File: config.mk
export PLATFORM = sky130hd
export DESIGN_NAME = flash_adc_conv_ctrl
export DESIGN_NICKNAME = d
export VERILOG_FILES = /design/src/rtl/flash_adc_conv_ctrl_pkg.sv /design/src/rtl/flash_adc_conv_ctrl_enc.sv /design/src/rtl/flash_adc_conv_ctrl.sv
export SDC_FILE = /design/constraint.sdc
export NUM_CORES = 1
export LEC_CHECK = 0
export BUFFER_PORTS_ARGS = -buffer_cell sky130_fd_sc_hd__buf_4
export CAP_MARGIN = 30
export CORE_MARGIN = 5
export CORE_UTILIZATION = 35
export CTS_BUF_LIST = sky130_fd_sc_hd__clkbuf_8
export DETAILED_ROUTE_END_ITERATION = 16
export HOLD_SLACK_MARGIN = 0.08
export PLACE_DENSITY = 0.6
export SLEW_MARGIN = 20
export SYNTH_ARGS = -nofsm -noshare
export SYNTH_HDL_FRONTEND = slang
export SYNTH_HIERARCHICAL = 1
export SYNTH_SLANG_ARGS = --single-unit
File: constraint.sdc
create_clock -name clk -period 2.2 [get_ports clk]
set_input_delay 0.44 -clock clk [delete_from_list [all_inputs] [get_ports clk]]
set_output_delay 0.44 -clock clk [all_outputs]
set_load 0.1 [all_outputs]
File: src/rtl/flash_adc_conv_ctrl_pkg.sv
// Shared definitions for the flash ADC conversion sequencer.
// The package holds the FSM state encoding, the comparator and code widths,
// the legal ranges of the timing parameters, and a majority-vote helper.
package flash_adc_conv_ctrl_pkg;

  localparam int THERM_W = 31;
  localparam int CODE_W  = 5;

  localparam int SAMPLE_CYC_MIN = 1;
  localparam int SAMPLE_CYC_MAX = 15;
  localparam int SETTLE_CYC_MIN = 0;
  localparam int SETTLE_CYC_MAX = 15;

  typedef enum logic [2:0] {
    ST_IDLE   = 3'd0,
    ST_SAMPLE = 3'd1,
    ST_SETTLE = 3'd2,
    ST_LATCH  = 3'd3,
    ST_ENCODE = 3'd4,
    ST_HOLD   = 3'd5
  } state_t;

  function automatic logic maj3(input logic a, input logic b, input logic c);
    return (a & b) | (a & c) | (b & c);
  endfunction

endpackage

File: src/rtl/flash_adc_conv_ctrl_enc.sv
// therm31_bubble_enc: combinational 31-bit thermometer to 5-bit encoder with
// 3-input majority bubble correction.
// Ports:
//   therm_i      31-bit raw comparator word, bit i = level i+1 exceeded
//   code_o       highest corrected level (0..31)
//   ovr_o        every comparator tripped (code_o == 31)
//   bubble_err_o raw word is not a clean thermometer (not 2^k-1)
module therm31_bubble_enc
  import flash_adc_conv_ctrl_pkg::*;
(
  input  logic [THERM_W-1:0] therm_i,
  output logic [CODE_W-1:0]  code_o,
  output logic               ovr_o,
  output logic               bubble_err_o
);

  // Bit 0 is a forced 1 below level 1 and the top bit a forced 0 above
  // level 31, so t_ext[i+1] is raw bit i.
  logic [THERM_W+1:0] t_ext;
  logic [THERM_W-1:0] corr;
  logic [THERM_W:0]   raw_w;
  logic [THERM_W:0]   raw_inc;

  assign t_ext   = {1'b0, therm_i, 1'b1};
  assign raw_w   = {1'b0, therm_i};
  assign raw_inc = raw_w + {{THERM_W{1'b0}}, 1'b1};

  always_comb begin
    corr = '0;
    for (int i = 0; i < THERM_W; i++) begin
      corr[i] = maj3(t_ext[i], t_ext[i+1], t_ext[i+2]);
    end
  end

  always_comb begin
    code_o = '0;
    for (int i = 0; i < THERM_W; i++) begin
      if (corr[i]) code_o = CODE_W'(i + 1);
    end
  end

  // A value of the form 2^k-1 shares no set bit with its successor.
  assign bubble_err_o = |(raw_w & raw_inc);
  assign ovr_o        = (code_o == CODE_W'(THERM_W));

endmodule

File: src/rtl/flash_adc_conv_ctrl.sv
// flash_adc_conv_ctrl: clocked conversion sequencer for the 5-bit flash ADC.
// Drives track/hold and comparator latch strobes, captures the thermometer
// word, encodes it and offers the code on a valid/ready handshake.
// Ports:
//   clk, rst_low         clock and asynchronous active-low reset
//   start, cont          single-shot request / continuous-mode enable
//   therm                31-bit comparator outputs
//   smp, cmp_lat, busy   track/hold, latch strobe, not-idle status
//   out_valid, out_ready result handshake
//   code, ovr, bubble_err result and flags, qualified by out_valid
module flash_adc_conv_ctrl
  import flash_adc_conv_ctrl_pkg::*;
#(
  parameter int SAMPLE_CYC = 2,
  parameter int SETTLE_CYC = 3,
  parameter int CNT_W      = 4
) (
  input  logic               clk,
  input  logic               rst_low,
  input  logic               start,
  input  logic               cont,
  input  logic [THERM_W-1:0] therm,
  output logic               smp,
  output logic               cmp_lat,
  output logic               busy,
  output logic               out_valid,
  input  logic               out_ready,
  output logic [CODE_W-1:0]  code,
  output logic               ovr,
  output logic               bubble_err
);

  if (SAMPLE_CYC < SAMPLE_CYC_MIN || SAMPLE_CYC > SAMPLE_CYC_MAX ||
      SETTLE_CYC < SETTLE_CYC_MIN || SETTLE_CYC > SETTLE_CYC_MAX ||
      SAMPLE_CYC >= (1 << CNT_W) || SETTLE_CYC >= (1 << CNT_W)) begin : g_bad_param
    $error("flash_adc_conv_ctrl: illegal SAMPLE_CYC/SETTLE_CYC/CNT_W");
  end

  // Counters count down to zero, so a phase of N cycles loads N-1.
  localparam logic [CNT_W-1:0] SAMPLE_LD = CNT_W'(SAMPLE_CYC - 1);
  localparam logic [CNT_W-1:0] SETTLE_LD = CNT_W'((SETTLE_CYC > 0) ? SETTLE_CYC - 1 : 0);

  state_t             state_q, state_d;
  logic [CNT_W-1:0]   cnt_q, cnt_d;
  logic [THERM_W-1:0] cap_q;
  logic               smp_q, cmp_lat_q, busy_q, out_valid_q;
  logic [CODE_W-1:0]  code_q;
  logic               ovr_q, bubble_err_q;

  logic [CODE_W-1:0]  enc_code;
  logic               enc_ovr, enc_bub;

  therm31_bubble_enc u_enc (
    .therm_i      (cap_q),
    .code_o       (enc_code),
    .ovr_o        (enc_ovr),
    .bubble_err_o (enc_bub)
  );

  always_comb begin
    state_d = state_q;
    cnt_d   = cnt_q;
    case (state_q)
      ST_IDLE: begin
        if (start) begin
          state_d = ST_SAMPLE;
          cnt_d   = SAMPLE_LD;
        end
      end
      ST_SAMPLE: begin
        if (cnt_q == '0) begin
          if (SETTLE_CYC == 0) begin
            state_d = ST_LATCH;
          end else begin
            state_d = ST_SETTLE;
            cnt_d   = SETTLE_LD;
          end
        end else begin
          cnt_d = cnt_q - CNT_W'(1);
        end
      end
      ST_SETTLE: begin
        if (cnt_q == '0) state_d = ST_LATCH;
        else             cnt_d   = cnt_q - CNT_W'(1);
      end
      ST_LATCH:  state_d = ST_ENCODE;
      ST_ENCODE: state_d = ST_HOLD;
      ST_HOLD: begin
        // Start requests seen while holding are deliberately dropped.
        if (out_ready) begin
          if (cont) begin
            state_d = ST_SAMPLE;
            cnt_d   = SAMPLE_LD;
          end else begin
            state_d = ST_IDLE;
          end
        end
      end
      default: state_d = ST_IDLE;
    endcase
  end

  // Strobes are decoded from the next state so they are true register outputs
  // aligned with the state they describe.
  always_ff @(posedge clk or negedge rst_low) begin
    if (!rst_low) begin
      state_q      <= ST_IDLE;
      cnt_q        <= '0;
      cap_q        <= '0;
      smp_q        <= 1'b0;
      cmp_lat_q    <= 1'b0;
      busy_q       <= 1'b0;
      out_valid_q  <= 1'b0;
      code_q       <= '0;
      ovr_q        <= 1'b0;
      bubble_err_q <= 1'b0;
    end else begin
      state_q     <= state_d;
      cnt_q       <= cnt_d;
      smp_q       <= (state_d == ST_SAMPLE);
      cmp_lat_q   <= (state_d == ST_LATCH);
      busy_q      <= (state_d != ST_IDLE);
      out_valid_q <= (state_d == ST_HOLD);
      if (state_q == ST_LATCH) cap_q <= therm;
      if (state_q == ST_ENCODE) begin
        code_q       <= enc_code;
        ovr_q        <= enc_ovr;
        bubble_err_q <= enc_bub;
      end
    end
  end

  assign smp        = smp_q;
  assign cmp_lat    = cmp_lat_q;
  assign busy       = busy_q;
  assign out_valid  = out_valid_q;
  assign code       = code_q;
  assign ovr        = ovr_q;
  assign bubble_err = bubble_err_q;

endmodule

==> results of run 1 <==
where the power goes:
| group | internal (mW) | switching, mW |
|---|---|---|
| Clock | 0.226 | 0.334 |
| Sequential | 1.34 | 0.747 |
| Combinational | 1.71 | 2.25 |
| Total | 3.27 | 3.33 |
metrics by stage:
stage | hold WS (ns) | utilization [%] | total power [mW] | cells | worst slack (ns)
2_1_floorplan | 0.1444 | - | 5.074 | 371 | 0.2855
3_3_place_gp | 0.4714 | 40.02 | 5.852 | 537 | 0.09766
3_5_place_dp | 0.4804 | 40.02 | 5.914 | 537 | 0.03524
4_1_cts | 0.1700 | 40.97 | 6.508 | 545 | 0.01818
5_1_grt | 0.2042 | 41.48 | 7.161 | 548 | 0.006419
6_report | 0.1391 | 41.48 | 6.598 | 548 | 0.1388
cell usage after synthesis (all sizes together) (2+ instances only):
library cell	count	area (um^2)
nor3	7	35.03
o22ai	12	75.07
a32oi	3	26.28
a2bb2oi	2	17.52
a21oi	15	75.07
a32o	2	20.02
nor4b	2	32.53
nand3b	2	15.01
o21ai	29	145.1
ha	2	25.02
o22a	2	17.52
xor2	4	35.03
o211ai	2	15.01
a221oi	2	17.52
or3b	2	20.02
nand3	5	25.02
o21bai	4	30.03
clkbuf	9	45.04
or2	4	30.03
nor2	38	147.6
buf	23	155.1
nor2b	9	56.30
inv	8	30.03
mux2i	5	50.05
mux2	38	427.9
a311oi	3	32.53
nor4	5	31.28
o311a	3	32.53
o221ai	2	17.52
nand2b	6	37.54
nand4	6	37.54
a211o	3	27.53
a22oi	2	15.01
o2bb2ai	2	17.52
o31ai	4	30.03
dfrtp	49	1226
a211oi	4	30.03
and2	6	41.30
and3	2	13.77
nand2	28	107.6
flip-flops by register name, summed over array words and instances, names as in the netlist:
| signal | flops |
|---|---|
| cap_q | 31 |
| code | 5 |
| cnt_q | 4 |
| state_q | 3 |
| bubble_err | 1 |
| busy | 1 |
| cmp_lat | 1 |
| out_valid | 1 |
| ovr | 1 |
| smp | 1 |
cell type report:
class                           count  share of cell area (%)
Timing Repair Buffer               68                   12.77
Multi-Input combinational cell    282                   49.16
Sequential cell                    49                   30.88
Clock buffer                        5                   1.721
Tap cell                          133                   4.161
Inverter                            8                  0.7509
Clock inverter                      3                  0.5632
repair_timing:
action                     4_1_cts  5_1_grt
resized for setup                0       13
buffers inserted                 0        3
hold endpoints to repair         0        0
hold buffers                     0        0
setup endpoints to repair        0        3
worst max-delay path by stage:
stage,start,endpoint,slack [ns],cells past startpoint
CTS,cap_q[4],code[0],0.02,7
detailed placement,cap_q[4],code[0],0.04,7
finish,cap_q[8],bubble_err,0.14,7
global route,cap_q[12],bubble_err,0.006,7
global placement,cap_q[7],bubble_err,0.1,7
floorplan,cap_q[4],code[0],0.29,8
critical path: cells and delay by family (launching register included):
kind / cells / cell delay, ns
muxes: 1 / 0.30
AOI/OAI and AO/OA: 2 / 0.33
DFF: 1 / 0.53
and+or+nand+nor: 4 / 0.79
cells in the final DEF, fill, tap and decap left out, types with 3 or more instances in the layout:
| master | count |
|---|---|
| a21oi_1 | 15 |
| nand4_1 | 6 |
| o31ai_1 | 4 |
| nand2_1 | 27 |
| o21ai_0 | 25 |
| nor2_1 | 36 |
| mux2_1 | 38 |
| nor2b_1 | 9 |
| inv_1 | 8 |
| xor2_1 | 4 |
| nor3_1 | 7 |
| nand3_1 | 5 |
| nor4_1 | 5 |
| o22ai_1 | 12 |
| dfrtp_1 | 42 |
| a32oi_1 | 3 |
| buf_4 | 68 |
| o21bai_1 | 4 |
| nand2b_1 | 6 |
| o21ai_1 | 4 |
| mux2i_1 | 5 |
| dfrtp_2 | 7 |
| clkbuf_8 | 5 |
layer usage:
layer,vias to the layer above,GRT usage (%),routed length (um)
met3,14,3.789,564
li1,1454,-,-
met2,86,22.90,3916
met5,-,0,0
met4,0,4.779,138
met1,1447,20.27,3807
kinds of logic after synthesis:
family / Yosys count
simple gates: 126
buf+inv: 40
mux: 43
xor+xnor: 5
fa+ha+maj: 2
compound gates: 106
flops: 49
==> out/metrics.cfg, run 1 <==
[outcome]
status=completed

[power]
ir_worst_vdd_mv=0.9652
leakage_nw=1.638
pwr_density_cell_mw_per_mm2=1650

[floorplan]
dieWidth_um=108.6
die-area_mm2=0.01180
io_pins=47
core_mm2=0.009639
row_count=36
initial_utilization_pct=35.31
die_h_um=108.6

[grt]
grt_remaining_overflow=0
grt_max_degree=50
grt_pass1_wl_mm=14.11
antenna_found_initial=0
track_usage_pct=14.81
grt_pass1_vias=2927

[critical_path]
cp_common_cell=nand4_1
r2r_start=cap_q[8]
critPathMaxFanout=9
critical-path-slowest-cell=dfrtp_1
path_class=reg -> reg
reg2reg_to=bubble_err
crit_arrival_ns=2.26
slowest_delay_ns=0.53
worst_setup_path_end_kind=flip-flop
crit_chain=nand2_2 -> nor4b_4 -> nand4_1 -> o41a_1 -> o22ai_1 -> nand4_1 -> mux2_1
startpoint_type=flip-flop
cp.required_ns=2.40
r2r_cells=7
reg2reg_slack_ns=0.14

[routing]
vias=3001
via_per_inst=5.476
wl_per_cell_um=15.38
drt-initial-drc-count=247
wirelength_mm=8.427
drtAntennaViolNets=0
first_pass_iters=4
drc_errors=0

[min_path]
hold_class=in -> async

[placement]
portBuffers=46
placedInstanceArea_mm2=0.003857
gp_congestion=0.8821
dp_hpwl_mm=6.133

[yosys]
synth_compound_area_share_pct=21.54
syn_inst=371
avgSynthCellArea_um2=9.173
synth-seq-cells=49
synth_enable_flop_cells=0
yosys_most_used_dff=dfrtp_1
post_synth_fa_ha_maj_area_fraction_pct=0.7353
yosys-mux-area-fraction_pct=14.04
synth_top_family_by_area=compound AO/OA/AOI/OAI gates
ys_seq_area_share_pct=36.03
ys_warn_count=6
ys_async_sr_fraction_pct=100.0
synth-simple-area-share_pct=19.60
synth_xor_area_share_pct=1.287
synth_cell_types=72
synth_nets=409
synth.cell_area_mm2=0.003403

[clock_network]
cts_root_buf=clkbuf_8
clkLatencyLatePin_ns=0.31
cts_buffers=5
clkSinkCount=49
clk_pin_slew_worst_paths_ns=0.10
cts_tree=built
cts_buffer_depth=2
htree_num_levels=2

[sta]
timing.max_slew.rel_slack_pct=57.91
final_hold_viol_count=0
rsz0062_at_grt=false
clock.fmax_ghz=0.4851
setup_viol=0
fin_crit_sh_pct=93.69
finalSetupTns_ns=0
worst_pin_slew_ns=0.6314
fin_skew_ns=0.006000
post-route-min-period_ns=2.061
slew_viol_final=0

[finish]
fillers=994
regArea_mm2=0.001235
multi_input_area_mm2=0.001966
fin_area_mm2=0.003999
drive_gt1_share_pct=25.06
nNetsFinal=452
diodes=0
areaGrowthSynthToFinish_pct=17.50

[job]
maxCapViolCount=0

(Power assumes the default switching activity.)
==> run 2, diff against run 1 <==
PLACE_DENSITY = 0.63   (was 0.6)
SKIP_LAST_GASP = 1   (was unset)
==> out/metrics.cfg, run 2 (synthesis results as in run 1) <==
[routing]
first_pass_iters=4  ; unchanged
drt-initial-drc-count=212  ; was 247
drtAntennaViolNets=0  ; unchanged
via_per_inst=5.364  ; was 5.476
wl_per_cell_um=15.38  ; about the same
vias=2977  ; was 3001
drc_errors=0  ; unchanged
wirelength_mm=8.537  ; was 8.427 mm

[sta]
fin_crit_sh_pct=95.25  ; was 93.69%
fin_skew_ns=0.01226  ; was 0.006000 ns
clock.fmax_ghz=0.4772  ; was 0.4851 GHz
worst_pin_slew_ns=0.6531  ; was 0.6314 ns
finalSetupTns_ns=0  ; unchanged
timing.max_slew.rel_slack_pct=56.46  ; was 57.91%
slew_viol_final=0  ; unchanged
post-route-min-period_ns=2.096  ; was 2.061 ns
setup_viol=0  ; unchanged
layout_setup_ws_ns=0.1045  ; was 0.1388 ns
final_hold_viol_count=0  ; unchanged

[critical_path]
cp.required_ns=2.41  ; was 2.40 ns
slowest_delay_ns=0.47  ; was 0.53 ns
crit_chain=nand2_1 -> nor4b_4 -> nand4_1 -> o41a_1 -> o22ai_1 -> nand4_1 -> mux2_1  ; was nand2_2 -> nor4b_4 -> nand4_1 -> o41a_1 -> o22ai_1 -> nand4_1 -> mux2_1
reg2reg_to=bubble_err  ; unchanged
r2r_cells=7  ; unchanged
r2r_start=cap_q[6]  ; was cap_q[8]
reg2reg_slack_ns=0.10  ; was 0.14 ns
crit_arrival_ns=2.30  ; was 2.26 ns
critical-path-slowest-cell=dfrtp_1  ; unchanged
cp_common_cell=nand4_1  ; unchanged
worst_setup_path_end_kind=flip-flop  ; unchanged
path_class=reg -> reg  ; unchanged
startpoint_type=flip-flop  ; unchanged
critPathMaxFanout=7  ; was 9

[clock_network]
cts_buffer_depth=2  ; unchanged
cts_root_buf=clkbuf_8  ; unchanged
cts_buffers=5  ; unchanged
clk_pin_slew_worst_paths_ns=0.11  ; was 0.10 ns
htree_num_levels=2  ; unchanged
clkLatencyLatePin_ns=0.32  ; was 0.31 ns
cts_hold_buf=0  ; unchanged
clkSinkCount=49  ; unchanged
cts_tree=built  ; unchanged

[grt]
antenna_found_initial=0  ; unchanged
grt_pass1_wl_mm=14.21  ; was 14.11 mm
track_usage_pct=14.88  ; was 14.81%
grt_max_degree=50  ; unchanged
grt_pass1_vias=2941  ; was 2927
grt_remaining_overflow=0  ; unchanged

[placement]
gp_congestion=0.8858  ; was 0.8821
portBuffers=46  ; unchanged
placedCellCount=547  ; was 537
placedInstanceArea_mm2=0.003933  ; was 0.003857 mm^2
dp_hpwl_mm=6.240  ; was 6.133 mm
dpl_worst_slack_ns=0.01031  ; was 0.03524 ns

[finish]
drive_gt1_share_pct=26.07  ; was 25.06%
fin_cells=555  ; was 548
areaGrowthSynthToFinish_pct=19.34  ; was 17.50%
final_cell_mix=74 x buf_4, 42 x dfrtp_1, 38 x mux2_1  ; was 68 x buf_4, 42 x dfrtp_1, 38 x mux2_1
fin_area_mm2=0.004061  ; was 0.003999 mm^2
largest_reg_flops=31  ; unchanged
final_common_cell=buf_4  ; unchanged
nNetsFinal=459  ; was 452
largest-register=cap_q  ; unchanged
diodes=0  ; unchanged

[power]
leakage_nw=1.668  ; was 1.638 nW
power_mw=6.742  ; was 6.598 mW
ir_worst_vdd_mv=1.080  ; was 0.9652 mV
pwr_density_cell_mw_per_mm2=1660  ; was 1650 mW/mm^2

[floorplan]
die_h_um=108.6  ; unchanged
core_mm2=0.009639  ; unchanged
die-area_mm2=0.01180  ; unchanged
row_count=36  ; unchanged
initial_utilization_pct=35.31  ; unchanged
dieWidth_um=108.6  ; unchanged
io_pins=47  ; unchanged

[job]
maxCapViolCount=0  ; unchanged

[outcome]
status=completed  ; unchanged

[min_path]
hold_class=in -> async  ; unchanged

[run 2: power by group]
part           leakage [nW]  internal (mW)  switching [mW]
clock network        0.0452          0.233           0.354
registers             0.568           1.34           0.719
logic                  1.06           1.79            2.31
[run 2: repair_timing]
action | 4_1_cts | 5_1_grt
pin swaps | 0 | 2
gates resized for setup | 1 | 12
endpoints found under the hold margin | 0 | 0
buffers inserted | 0 | 0
endpoints found under the setup margin | 1 | 3
[run 2: how the worst max path moves through the flow]
| stage | from | to | slack [ns] | cells after the start |
|---|---|---|---|---|
| finish | cap_q[6] | bubble_err | 0.10 | 7 |
| global route | cap_q[25] | code[0] | -0.002 | 8 |
| CTS | cap_q[10] | bubble_err | 0.06 | 7 |
| detailed placement | cap_q[9] | code[1] | 0.01 | 7 |
| global placement | cap_q[10] | bubble_err | 0.11 | 7 |
| floorplan | cap_q[4] | code[0] | 0.29 | 8 |
[run 2: critical path, delay by kind of cell (launching register included)]
family          cells  cell delay (ns)
mux                 1             0.31
simple gates        4             0.82
flops               1             0.47
compound gates      2             0.40
[run 2: area by class of cell]
type / instances / area (um^2)
Tap cell: 133 / 166.4
Inverter: 8 / 30.03
Fill cell: 983 / 5578
Clock inverter: 3 / 25.02
Timing Repair Buffer: 75 / 566.8
Sequential cell: 49 / 1235
Clock buffer: 5 / 68.82
Multi-Input combinational cell: 282 / 1969
[run 2: metal layers]
layer,share of wire (%),vias to the layer above,GRT usage (%)
met5,0,-,0
met4,1.1,0,3.517
met3,5.2,12,3.671
met2,48,69,24.71
met1,46,1429,19.56
li1,-,1467,-
[run 2: stage by stage]
stage	util, %	hold WS (ns)
6_report	42.13	0.1466
5_1_grt	42.13	0.2068
4_1_cts	41.82	0.1724
3_5_place_dp	40.80	0.4797
3_3_place_gp	40.80	0.4766
2_1_floorplan	-	0.1444
==> run 3, diff against run 2 <==
SKIP_LAST_GASP = unset   (was 1)
SYNTH_HIERARCHICAL = unset   (was 1)
==> out/metrics.cfg, run 3 <==
[finish]
nNetsFinal=441  ; was 459
final_cell_mix=51 x buf_4, 49 x dfrtp_1, 37 x nand2_1  ; was 74 x buf_4, 42 x dfrtp_1, 38 x mux2_1
final_core_util_pct=40.48  ; was 42.13%
fin_cells=515  ; was 555
largest_reg_flops=31  ; unchanged
areaGrowthSynthToFinish_pct=14.31  ; was 19.34%
fillers=936  ; was 983
final_common_cell=buf_4  ; unchanged
diodes=0  ; unchanged
multi_input_area_mm2=0.001808  ; was 0.001969 mm^2
fin_area_mm2=0.003687  ; was 0.004061 mm^2
largest-register=cap_q  ; unchanged
regArea_mm2=0.001226  ; was 0.001235 mm^2
drive_gt1_share_pct=24.26  ; was 26.07%

[critical_path]
worst_setup_path_end_kind=flip-flop  ; unchanged
crit_arrival_ns=2.08  ; was 2.30 ns
cp.required_ns=2.39  ; was 2.41 ns
path_class=reg -> reg  ; unchanged
startpoint_type=flip-flop  ; unchanged
critPathMaxFanout=8  ; was 7
reg2reg_slack_ns=0.31  ; was 0.10 ns

[power]
ir_worst_vdd_mv=0.7025  ; was 1.080 mV
power_mw=6.079  ; was 6.742 mW
pwr_density_cell_mw_per_mm2=1649  ; was 1660 mW/mm^2
leakage_nw=1.470  ; was 1.668 nW

[placement]
dp_hpwl_mm=5.617  ; was 6.240 mm
portBuffers=46  ; unchanged
placedInstanceArea_mm2=0.003586  ; was 0.003933 mm^2
dpl_worst_slack_ns=0.3595  ; was 0.01031 ns
placedCellCount=507  ; was 547
gp_congestion=0.8768  ; was 0.8858

[job]
maxCapViolCount=0  ; unchanged

[sta]
rsz0062_at_grt=false
finalSetupTns_ns=0  ; unchanged
worst_pin_slew_ns=0.6320  ; was 0.6531 ns
fin_skew_ns=0.01319  ; was 0.01226 ns
post-route-min-period_ns=1.888  ; was 2.096 ns
hold_slack_ns=0.1395  ; was 0.1466 ns
clock.fmax_ghz=0.5298  ; was 0.4772 GHz
final_hold_viol_count=0  ; unchanged
slew_viol_final=0  ; unchanged
timing.max_slew.rel_slack_pct=57.87  ; was 56.46%
layout_setup_ws_ns=0.3124  ; was 0.1045 ns
fin_crit_sh_pct=85.80  ; was 95.25%
setup_viol=0  ; unchanged

[yosys]
synth_cell_types=55  ; was 72
synth.cell_area_mm2=0.003226  ; was 0.003403 mm^2
synth_enable_flop_cells=0  ; unchanged
synthTopCellsByArea=dfrtp_1 38%, mux2_2 11%, o21ai_0 5.6%  ; was dfrtp_1 36%, mux2_1 13%, nor2_1 4.0%
ys_async_sr_fraction_pct=100.0  ; unchanged
synth_top_cell_by_area=dfrtp_1  ; unchanged
synth_top_area_share_pct=38.01  ; was 36.03%
synth_commonest_cells=49 x dfrtp_1, 37 x nand2_1, 36 x o21ai_0  ; was 49 x dfrtp_1, 38 x mux2_1, 36 x nor2_1
ys_seq_area_share_pct=38.01  ; was 36.03%
yosysMostFrequentCell=dfrtp_1  ; unchanged
synth_nets=418  ; was 409
yosys_most_used_dff=dfrtp_1  ; unchanged
avgSynthCellArea_um2=8.488  ; was 9.173 um^2
syn_inst=380  ; was 371
synth-seq-cells=49  ; unchanged
ys_warn_count=0  ; was 6

[clock_network]
cts_buffer_depth=2  ; unchanged
cts_tree=built  ; unchanged
clk_pin_slew_worst_paths_ns=0.10  ; was 0.11 ns
cts_resized=0  ; was 1
cts_buffers=5  ; unchanged
htree_num_levels=2  ; unchanged
clkLatencyLatePin_ns=0.30  ; was 0.32 ns
post_cts_buffers=0  ; unchanged
cts_root_buf=clkbuf_8  ; unchanged
clkSinkCount=49  ; unchanged
cts_hold_buf=0  ; unchanged

[floorplan]
io_pins=47  ; unchanged
dieWidth_um=106  ; was 108.6 um
die-area_mm2=0.01124  ; was 0.01180 mm^2
row_count=35  ; was 36
initial_utilization_pct=35.41  ; was 35.31%
core_mm2=0.009109  ; was 0.009639 mm^2
die_h_um=106  ; was 108.6 um

[routing]
wl_per_cell_um=14.87  ; was 15.38 um
via_per_inst=5.551  ; was 5.364
drtAntennaViolNets=0  ; unchanged
wirelength_mm=7.660  ; was 8.537 mm
drt-initial-drc-count=230  ; was 212
vias=2859  ; was 2977
drc_errors=0  ; unchanged
first_pass_iters=4  ; unchanged

[grt]
antenna_found_initial=0  ; unchanged
grt_max_degree=50  ; unchanged
grt_remaining_overflow=0  ; unchanged
grt_pass1_wl_mm=12.92  ; was 14.21 mm
grt_pass1_vias=2663  ; was 2941
track_usage_pct=13.78  ; was 14.88%

[outcome]
status=completed  ; unchanged

[min_path]
hold_class=in -> async  ; unchanged

-- run 3: cell types whose count changed after synthesis, moves of 4 or more --
cell,before,now
mux2_1,38,0
mux2_2,0,32
a21oi_1,15,26
nand2_1,27,37
o21ai_0,27,36
buf_2,13,21
nor3_1,7,14
clkbuf_1,7,13
buf_4,6,1
nand3_1,5,10
o22ai_1,12,7
buf_6,4,0
mux2i_1,5,1
-- run 3: cells by family after synthesis --
kind of cell / after synthesis / share of synthesized area [%]
AO/OA/AOI/OAI: 118 / 23.43
XOR/XNOR: 2 / 0.5432
adder cells (fa/ha/maj): 2 / 0.7757
buffers and inverters: 43 / 5.935
flip-flops: 49 / 38.01
multiplexers: 33 / 11.48
AND/OR/NAND/NOR: 133 / 19.82
-- run 3: area by class of cell --
class | instances | area share [%]
clock buffer | 7 | 2.613
timing repair buffer | 51 | 10.38
sequential | 49 | 33.25
tap | 111 | 3.767
clock inverter | 1 | 0.1357
multi-input combinational | 288 | 49.03
inverter | 8 | 0.8144
-- run 3: layer usage --
| layer | vias up | wire (um) | track usage, % | part of all wire (%) |
|---|---|---|---|---|
| li1 | 1426 | - | - | - |
| met1 | 1338 | 3694 | 19.77 | 48 |
| met2 | 86 | 3464 | 20.77 | 45 |
| met3 | 9 | 367 | 3.036 | 4.8 |
| met4 | 0 | 134 | 4.070 | 1.7 |
| met5 | - | 0 | 0 | 0 |
-- run 3: worst max-delay path, stage by stage (launching register included) --
cell	delay, ns
dfrtp_1	0.51
a211oi_1	0.35
o22a_1	0.17
o211ai_1	0.10
a31oi_1	0.28
o221ai_1	0.20
a21o_1	0.18
-- run 3: path summary, 6_finish.rpt --
check | startpoint | to | cells after the start
max reg2reg | cap_q[1] | code[0] | 6
max in group asynchronous | rst_low | cmp_lat | 1
min in group clk | therm[8] | cap_q[8] | 2
max | cap_q[1] | code[0] | 6
min reg2reg | cnt_q[1] | cnt_q[1] | 2
min | rst_low | cap_q[8] | 1
-- run 3: power breakdown --
part	leakage [nW]	internal, mW	total [mW]	switching [mW]
clock network	0.0542	0.285	0.585	0.300
logic	0.845	1.34	3.24	1.90
registers	0.570	1.32	2.26	0.935
